--- config.mk ---
export PLATFORM = sky130hd
export DESIGN_NAME = clksel_sequencer
export DESIGN_NICKNAME = d
export VERILOG_FILES = /design/src/rtl/clksel_sequencer.sv
export SDC_FILE = /design/constraint.sdc
export NUM_CORES = 1
export LEC_CHECK = 0
export ABC_AREA = 1
export CORE_MARGIN = 2
export CORE_UTILIZATION = 45
export DETAILED_ROUTE_END_ITERATION = 6
export GPL_TIMING_DRIVEN = 0
export PLACE_DENSITY_LB_ADDON = 0.1
export SLEW_MARGIN = 20
export SYNTH_ARGS = -nofsm -noshare
export SYNTH_HDL_FRONTEND = slang
export SYNTH_SLANG_ARGS = --single-unit
--- constraint.sdc ---
create_clock -name hsclk_in -period 1.3 [get_ports hsclk_in]
set_input_delay 0.39 -clock hsclk_in [delete_from_list [all_inputs] [get_ports hsclk_in]]
set_output_delay 0.39 -clock hsclk_in [all_outputs]
set_load 0.05 [all_outputs]
--- src/rtl/clksel_sequencer.sv ---
`default_nettype none
// clksel_sequencer -- HS/LS clock-switch handshake initiator on hsclk_in (rev 1.0).
// Optional completed-switch counter is enabled by defining CLKSEL_SWITCH_STATS_EN.
module clksel_sequencer #(
  parameter int SYNC_STAGES = 2,
  parameter int LS_DWELL    = 8,
  parameter int TIMEOUT     = 255,
  parameter int CNT_W       = 16
) (
  input  logic             hsclk_in,
  input  logic             rst,
  input  logic             host_req,
  input  logic             force_ls,
  input  logic             err_clr,
  input  logic             hsclk_selected,
  input  logic             lsclk_selected,
  output logic             hsclk_sel,
  output logic             mode_hs,
  output logic             switching,
  output logic             timeout_err,
  output logic [CNT_W-1:0] switch_cnt
);

  localparam int DWELL_W = (LS_DWELL < 1) ? 1 : $clog2(LS_DWELL + 1);
  localparam int TIMER_W = (TIMEOUT < 1) ? 1 : $clog2(TIMEOUT + 1);
  localparam logic [DWELL_W-1:0] DWELL_INIT = DWELL_W'(LS_DWELL);
  localparam logic [TIMER_W-1:0] TIMER_MAX  = TIMER_W'(TIMEOUT);

  typedef enum logic [1:0] {
    LS_RUN = 2'd0,
    SW_HS  = 2'd1,
    HS_RUN = 2'd2,
    SW_LS  = 2'd3
  } state_t;

  state_t               state;
  logic [DWELL_W-1:0]   dwell;
  logic [TIMER_W-1:0]   timer;
  logic [SYNC_STAGES-1:0] hs_sync;
  logic [SYNC_STAGES-1:0] ls_sync;
  logic                 hs_s;
  logic                 ls_s;
  logic                 hs_done;
  logic                 ls_done;

  // Feedback crosses from the switch's clock domain; only the last stage is used.
  always_ff @(posedge hsclk_in or posedge rst) begin
    if (rst) begin
      hs_sync <= '0;
      ls_sync <= '0;
    end else begin
      hs_sync <= {hs_sync[SYNC_STAGES-2:0], hsclk_selected};
      ls_sync <= {ls_sync[SYNC_STAGES-2:0], lsclk_selected};
    end
  end

  assign hs_s    = hs_sync[SYNC_STAGES-1];
  assign ls_s    = ls_sync[SYNC_STAGES-1];
  assign hs_done = hs_s & ~ls_s;
  assign ls_done = ls_s & ~hs_s;

  always_ff @(posedge hsclk_in or posedge rst) begin
    if (rst) begin
      state       <= LS_RUN;
      hsclk_sel   <= 1'b0;
      mode_hs     <= 1'b0;
      switching   <= 1'b0;
      timeout_err <= 1'b0;
      dwell       <= DWELL_INIT;
      timer       <= '0;
    end else begin
      // A timeout raised below in the same cycle overrides this clear.
      if (err_clr) timeout_err <= 1'b0;
      case (state)
        LS_RUN: begin
          if (dwell != '0) dwell <= dwell - 1'b1;
          if (dwell == '0 && !host_req && !force_ls && !timeout_err) begin
            state     <= SW_HS;
            hsclk_sel <= 1'b1;
            switching <= 1'b1;
            timer     <= '0;
          end
        end
        SW_HS: begin
          timer <= timer + 1'b1;
          if (hs_done) begin
            state     <= HS_RUN;
            mode_hs   <= 1'b1;
            switching <= 1'b0;
          end else if (timer == TIMER_MAX) begin
            timeout_err <= 1'b1;
            hsclk_sel   <= 1'b0;
            state       <= SW_LS;
            timer       <= '0;
          end
        end
        HS_RUN: begin
          if (host_req || force_ls) begin
            hsclk_sel <= 1'b0;
            mode_hs   <= 1'b0;
            switching <= 1'b1;
            state     <= SW_LS;
            timer     <= '0;
          end
        end
        SW_LS: begin
          hsclk_sel <= 1'b0;
          if (ls_done) begin
            state     <= LS_RUN;
            switching <= 1'b0;
            dwell     <= DWELL_INIT;
          end else if (timer == TIMER_MAX) begin
            timeout_err <= 1'b1;
          end else begin
            timer <= timer + 1'b1;
          end
        end
        default: begin
          state     <= LS_RUN;
          hsclk_sel <= 1'b0;
          mode_hs   <= 1'b0;
          switching <= 1'b0;
          dwell     <= DWELL_INIT;
        end
      endcase
    end
  end

`ifdef CLKSEL_SWITCH_STATS_EN
  logic switch_done;
  assign switch_done = (state == SW_HS && hs_done) || (state == SW_LS && ls_done);

  always_ff @(posedge hsclk_in or posedge rst) begin
    if (rst) begin
      switch_cnt <= '0;
    end else if (switch_done && switch_cnt != '1) begin
      switch_cnt <= switch_cnt + 1'b1;
    end
  end
`else
  assign switch_cnt = '0;
`endif

endmodule
`default_nettype wire

==> results of run 1 <==
-- critical path, stage by stage (launching register included) --
cell	delay, ns
sky130_fd_sc_hd__dfrtp_1	0.46
sky130_fd_sc_hd__buf_4	0.16
sky130_fd_sc_hd__buf_4	0.14
sky130_fd_sc_hd__ha_4	0.19
sky130_fd_sc_hd__nand2_4	0.10
sky130_fd_sc_hd__a21oi_1	0.05
sky130_fd_sc_hd__nor2_2	0.12
sky130_fd_sc_hd__nand2_1	0.10
sky130_fd_sc_hd__nand2_1	0.08
sky130_fd_sc_hd__nand2_1	0.05
-- cells by family (layout without fill, tap and decap cells) --
group	Yosys count	count (layout)
AOI/OAI and AO/OA	22	22
and+or+nand+nor	78	79
buffers and inverters	42	77
xor gates and xnor gates	3	3
other	1	16
DFF	22	22
adders and majority gates	7	7
-- state kept, by name, indices dropped and copies added, names as in the netlist --
| signal | cells |
|---|---|
| timeout_err | 1 |
| hsclk_sel | 1 |
| ls_sync | 2 |
| timer | 8 |
| dwell | 4 |
| switching | 1 |
| hs_sync | 2 |
| mode_hs | 1 |
| state | 2 |
-- where the power goes --
group	internal [mW]	switching [mW]	total [mW]
clock	0.171	0.226	0.397
combinational	1.35	1.79	3.14
sequential	0.879	0.146	1.03
-- timing repair --
item,4_1_cts,5_1_grt
pin swaps,17,13
cloned,1,0
endpoints found under the setup margin,22,24
gates resized for setup,61,12
setup buffers,15,7
-- layer usage --
layer	vias to the layer above	wire length, um
li1	626	-
met1	588	1357
met2	46	1560
met3	16	161
met4	0	115
met5	-	0
-- cell usage in the layout, fill, tap and decap left out, types with 5 or more instances in the layout --
master / count
sky130_fd_sc_hd__nand2_4: 9
sky130_fd_sc_hd__buf_4: 36
sky130_fd_sc_hd__o21ai_1: 11
sky130_fd_sc_hd__nand2_1: 34
sky130_fd_sc_hd__conb_1: 16
sky130_fd_sc_hd__dfrtp_1: 19
sky130_fd_sc_hd__buf_6: 5
sky130_fd_sc_hd__ha_4: 5
sky130_fd_sc_hd__clkdlybuf4s50_1: 6
sky130_fd_sc_hd__nand3_1: 10
sky130_fd_sc_hd__nand3_2: 5
sky130_fd_sc_hd__inv_2: 7
sky130_fd_sc_hd__inv_1: 15
-- area by class of cell --
cell class                 count  area (um2)  share of cell area, %
inverter                      25       107.6                  5.165
clock buffer                   4       36.28                  1.742
buffer                        16       120.1                  5.766
sequential                    22       554.3                  26.61
multi-input combinational    127       923.4                  44.32
tap                           44       55.05                  2.643
timing repair buffer          32       286.5                  13.75
-- path summary, 6_finish.rpt --
check                      depth (start not counted)                   end  slack (ns)                 start
min reg2reg                                        0  hs_sync[1]$_DFF_PP0_        0.37  hs_sync[0]$_DFF_PP0_
min in group asynchronous                          2  dwell[1]$_DFFE_PP0P_        0.43                   rst
min                                                0  hs_sync[1]$_DFF_PP0_        0.37  hs_sync[0]$_DFF_PP0_
max                                                9  state[1]$_DFFE_PP0P_       -0.24  state[0]$_DFFE_PP0P_
max reg2reg                                        9  state[1]$_DFFE_PP0P_       -0.24  state[0]$_DFFE_PP0P_
max in group asynchronous                          2  dwell[3]$_DFFE_PP1P_        0.54                   rst
==> summary.txt, run 1 <==
STA
  • Final Hold Vio Count: 0
  • Setup violations, final: 18
  • Transition time at the pin with the least slew margin: 0.5084 ns
  • Worst Hold Margin: 0.3658 ns
  • Fmax: 648.2 MHz
  • Time the final worst path needs with I/O delays and setup: 1.543 ns
  • RSZ-0062 raised after global routing: yes
  • Portion of the clock cycle consumed by the worst path in the final layout: 118.7%
  • Total Negative Setup Slacks: -2.187 ns
  • Number of max-slew violations in the final report: 0
  • Final Skew: 0.001760 ns
  • Worst rel slew slack: 66.03%
  • Setup ws final: -0.2426 ns

Setup path
  • Type of the setup path with the least slack: reg2reg
  • Arrival time of data at the critical path endpoint: 1.76 ns
  • CP startpoint kind: flop
  • Required time reported for the critical path endpoint: 1.52 ns
  • CP max FO: 5
  • Type of destination of the critical path: flop

Logic synthesis
  • Main flop type after synthesis: sky130_fd_sc_hd__dfrtp_1
  • Post-synth EDFFs: 0
  • Yosys Warn Count: 0
  • Post-synthesis cell type with the largest combined area: sky130_fd_sc_hd__dfrtp_1
  • Adder and majority gate portion of the synthesized area: 6.092%
  • Compound-cell area share of the yosys netlist: 8.442%
  • Top-count cell post-synth: sky130_fd_sc_hd__nand2_1
  • Post-synthesis register bit count: 22
  • Top post-synthesis cells by area: sky130_fd_sc_hd__dfrtp_1 (37%), sky130_fd_sc_hd__nand2_1 (9.7%), sky130_fd_sc_hd__buf_4 (8.4%)
  • Synth top area share: 36.55%
  • Post-synthesis average cell area: 8.215 um2
  • Commonest cells in the netlist: sky130_fd_sc_hd__nand2_1 (37), sky130_fd_sc_hd__dfrtp_1 (21), sky130_fd_sc_hd__inv_1 (20)
  • Post-synth design cell area: 1438 um2
  • Portion of the post-synthesis area used by sequential elements: 38.38%
  • Number of distinct library cells after synthesis: 26
  • Multiplexer share of the synthesized area: 0%
  • Fraction of the mapped netlist area in simple logic gates: 29.77%
  • Dominant combinational cell family by area after synthesis: simple AND/OR/NAND/NOR gates
  • Number of instances in the synthesized netlist: 175
  • Post-synthesis xor/xnor area fraction: 1.828%
  • Share of flip-flops with an asynchronous set or reset after synthesis: 100.0%

Clock network
  • Hold-fix buffer count after cts: 0
  • Clock Root Buffer: sky130_fd_sc_hd__clkbuf_4
  • Clock transition at the register clock pins on the worst setup and hold paths after CTS: 0.13 ns
  • Buffer depth of the longest clock path: 2
  • Total CTS buffers: 3
  • CTS Sinks: 22
  • Clock insertion delay at the later pin of the skew report: 0.31 ns
  • H-tree depth: 1
  • CTS tree: built

Global routing
  • Global-route met2 utilization: 30.59%
  • Wire length of the first global-routing pass: 5.030 mm
  • Layer with the highest usage: met2
  • Met3 usage in global routing: 3.198%
  • Met1 usage in global routing: 22.80%
  • Pin count of the biggest net entering global routing: 23
  • Remaining global-route overflow: 0
  • Total track usage: 18.40%
  • Number of global-route vias before repair: 1,161
  • Initial antenna violation count: 0

Floorplanning
  • Number of ports placed on the die boundary: 27
  • Area of the core: 3053 um2
  • Starting density of the core: 47.09%
  • Width of the die: 60.52 um
  • Vertical extent of the die: 60.52 um
  • Die footprint: 3663 um2
  • Number of core rows: 20

Cells and area
  • Post-layout utilization of the core: 68.24%
  • Number of nets in the finished design: 241
  • Layout overhead on the synthesized area: 44.91%
  • Count of filler cells inserted in the layout: 265
  • Finished layout cell area: 2083 um2
  • Number of standard cells in the final layout excluding fillers: 270
  • Layout cells sized above 1: 44.25%
  • Number of diodes: 0

Placed design
  • Total of buffers placed on input and output ports: 10
  • DP HPWL: 1.964 mm
  • Post-detailed-placement cell area: 1690 um2
  • Cell count after placement: 244
  • Setup Slack @ Placement: -0.4660 ns
  • Global placement routability congestion: 0.7250

Detailed routing
  • 1st-pass router iterations: 4
  • Avg Vias per Cell: 4.726
  • Remaining DRCs: 0
  • Initial detailed-routing violation count: 58
  • Antenna violation net count after detailed routing: 0
  • Routed vias: 1,276
  • Average detailed-routed wire length per instance: 11.83 um
  • Total detailed-routing wirelength: 3.195 mm

Power
  • Total power density per cell area: 2190 nW/um2
  • P_leak: 1.068 nW
  • Worst vdd rail ir drop: 0.001310 V
  • Post-layout total power: 4.563 mW

Outcome
  • Failing checks: negative setup slack
  • Status: finished, violations left

Min path
  • Path class of the lowest-slack min-delay path: reg2reg

Flow run
  • Max-capacitance violation count: 0
Power figures use the tool's default switching activity.
==> inputs of run 2 (changes only) <==
Settings changed: SLEW_MARGIN 20 to 10.
==> results of run 2 <==
Same layout as run 1: the final DEF is identical, and so are final timing and power.
==> inputs of run 3 (changes only) <==
Settings changed: CAP_MARGIN from default to 20.
==> results of run 3 <==
Same layout as run 1: the final DEF is identical, and so are final timing and power.
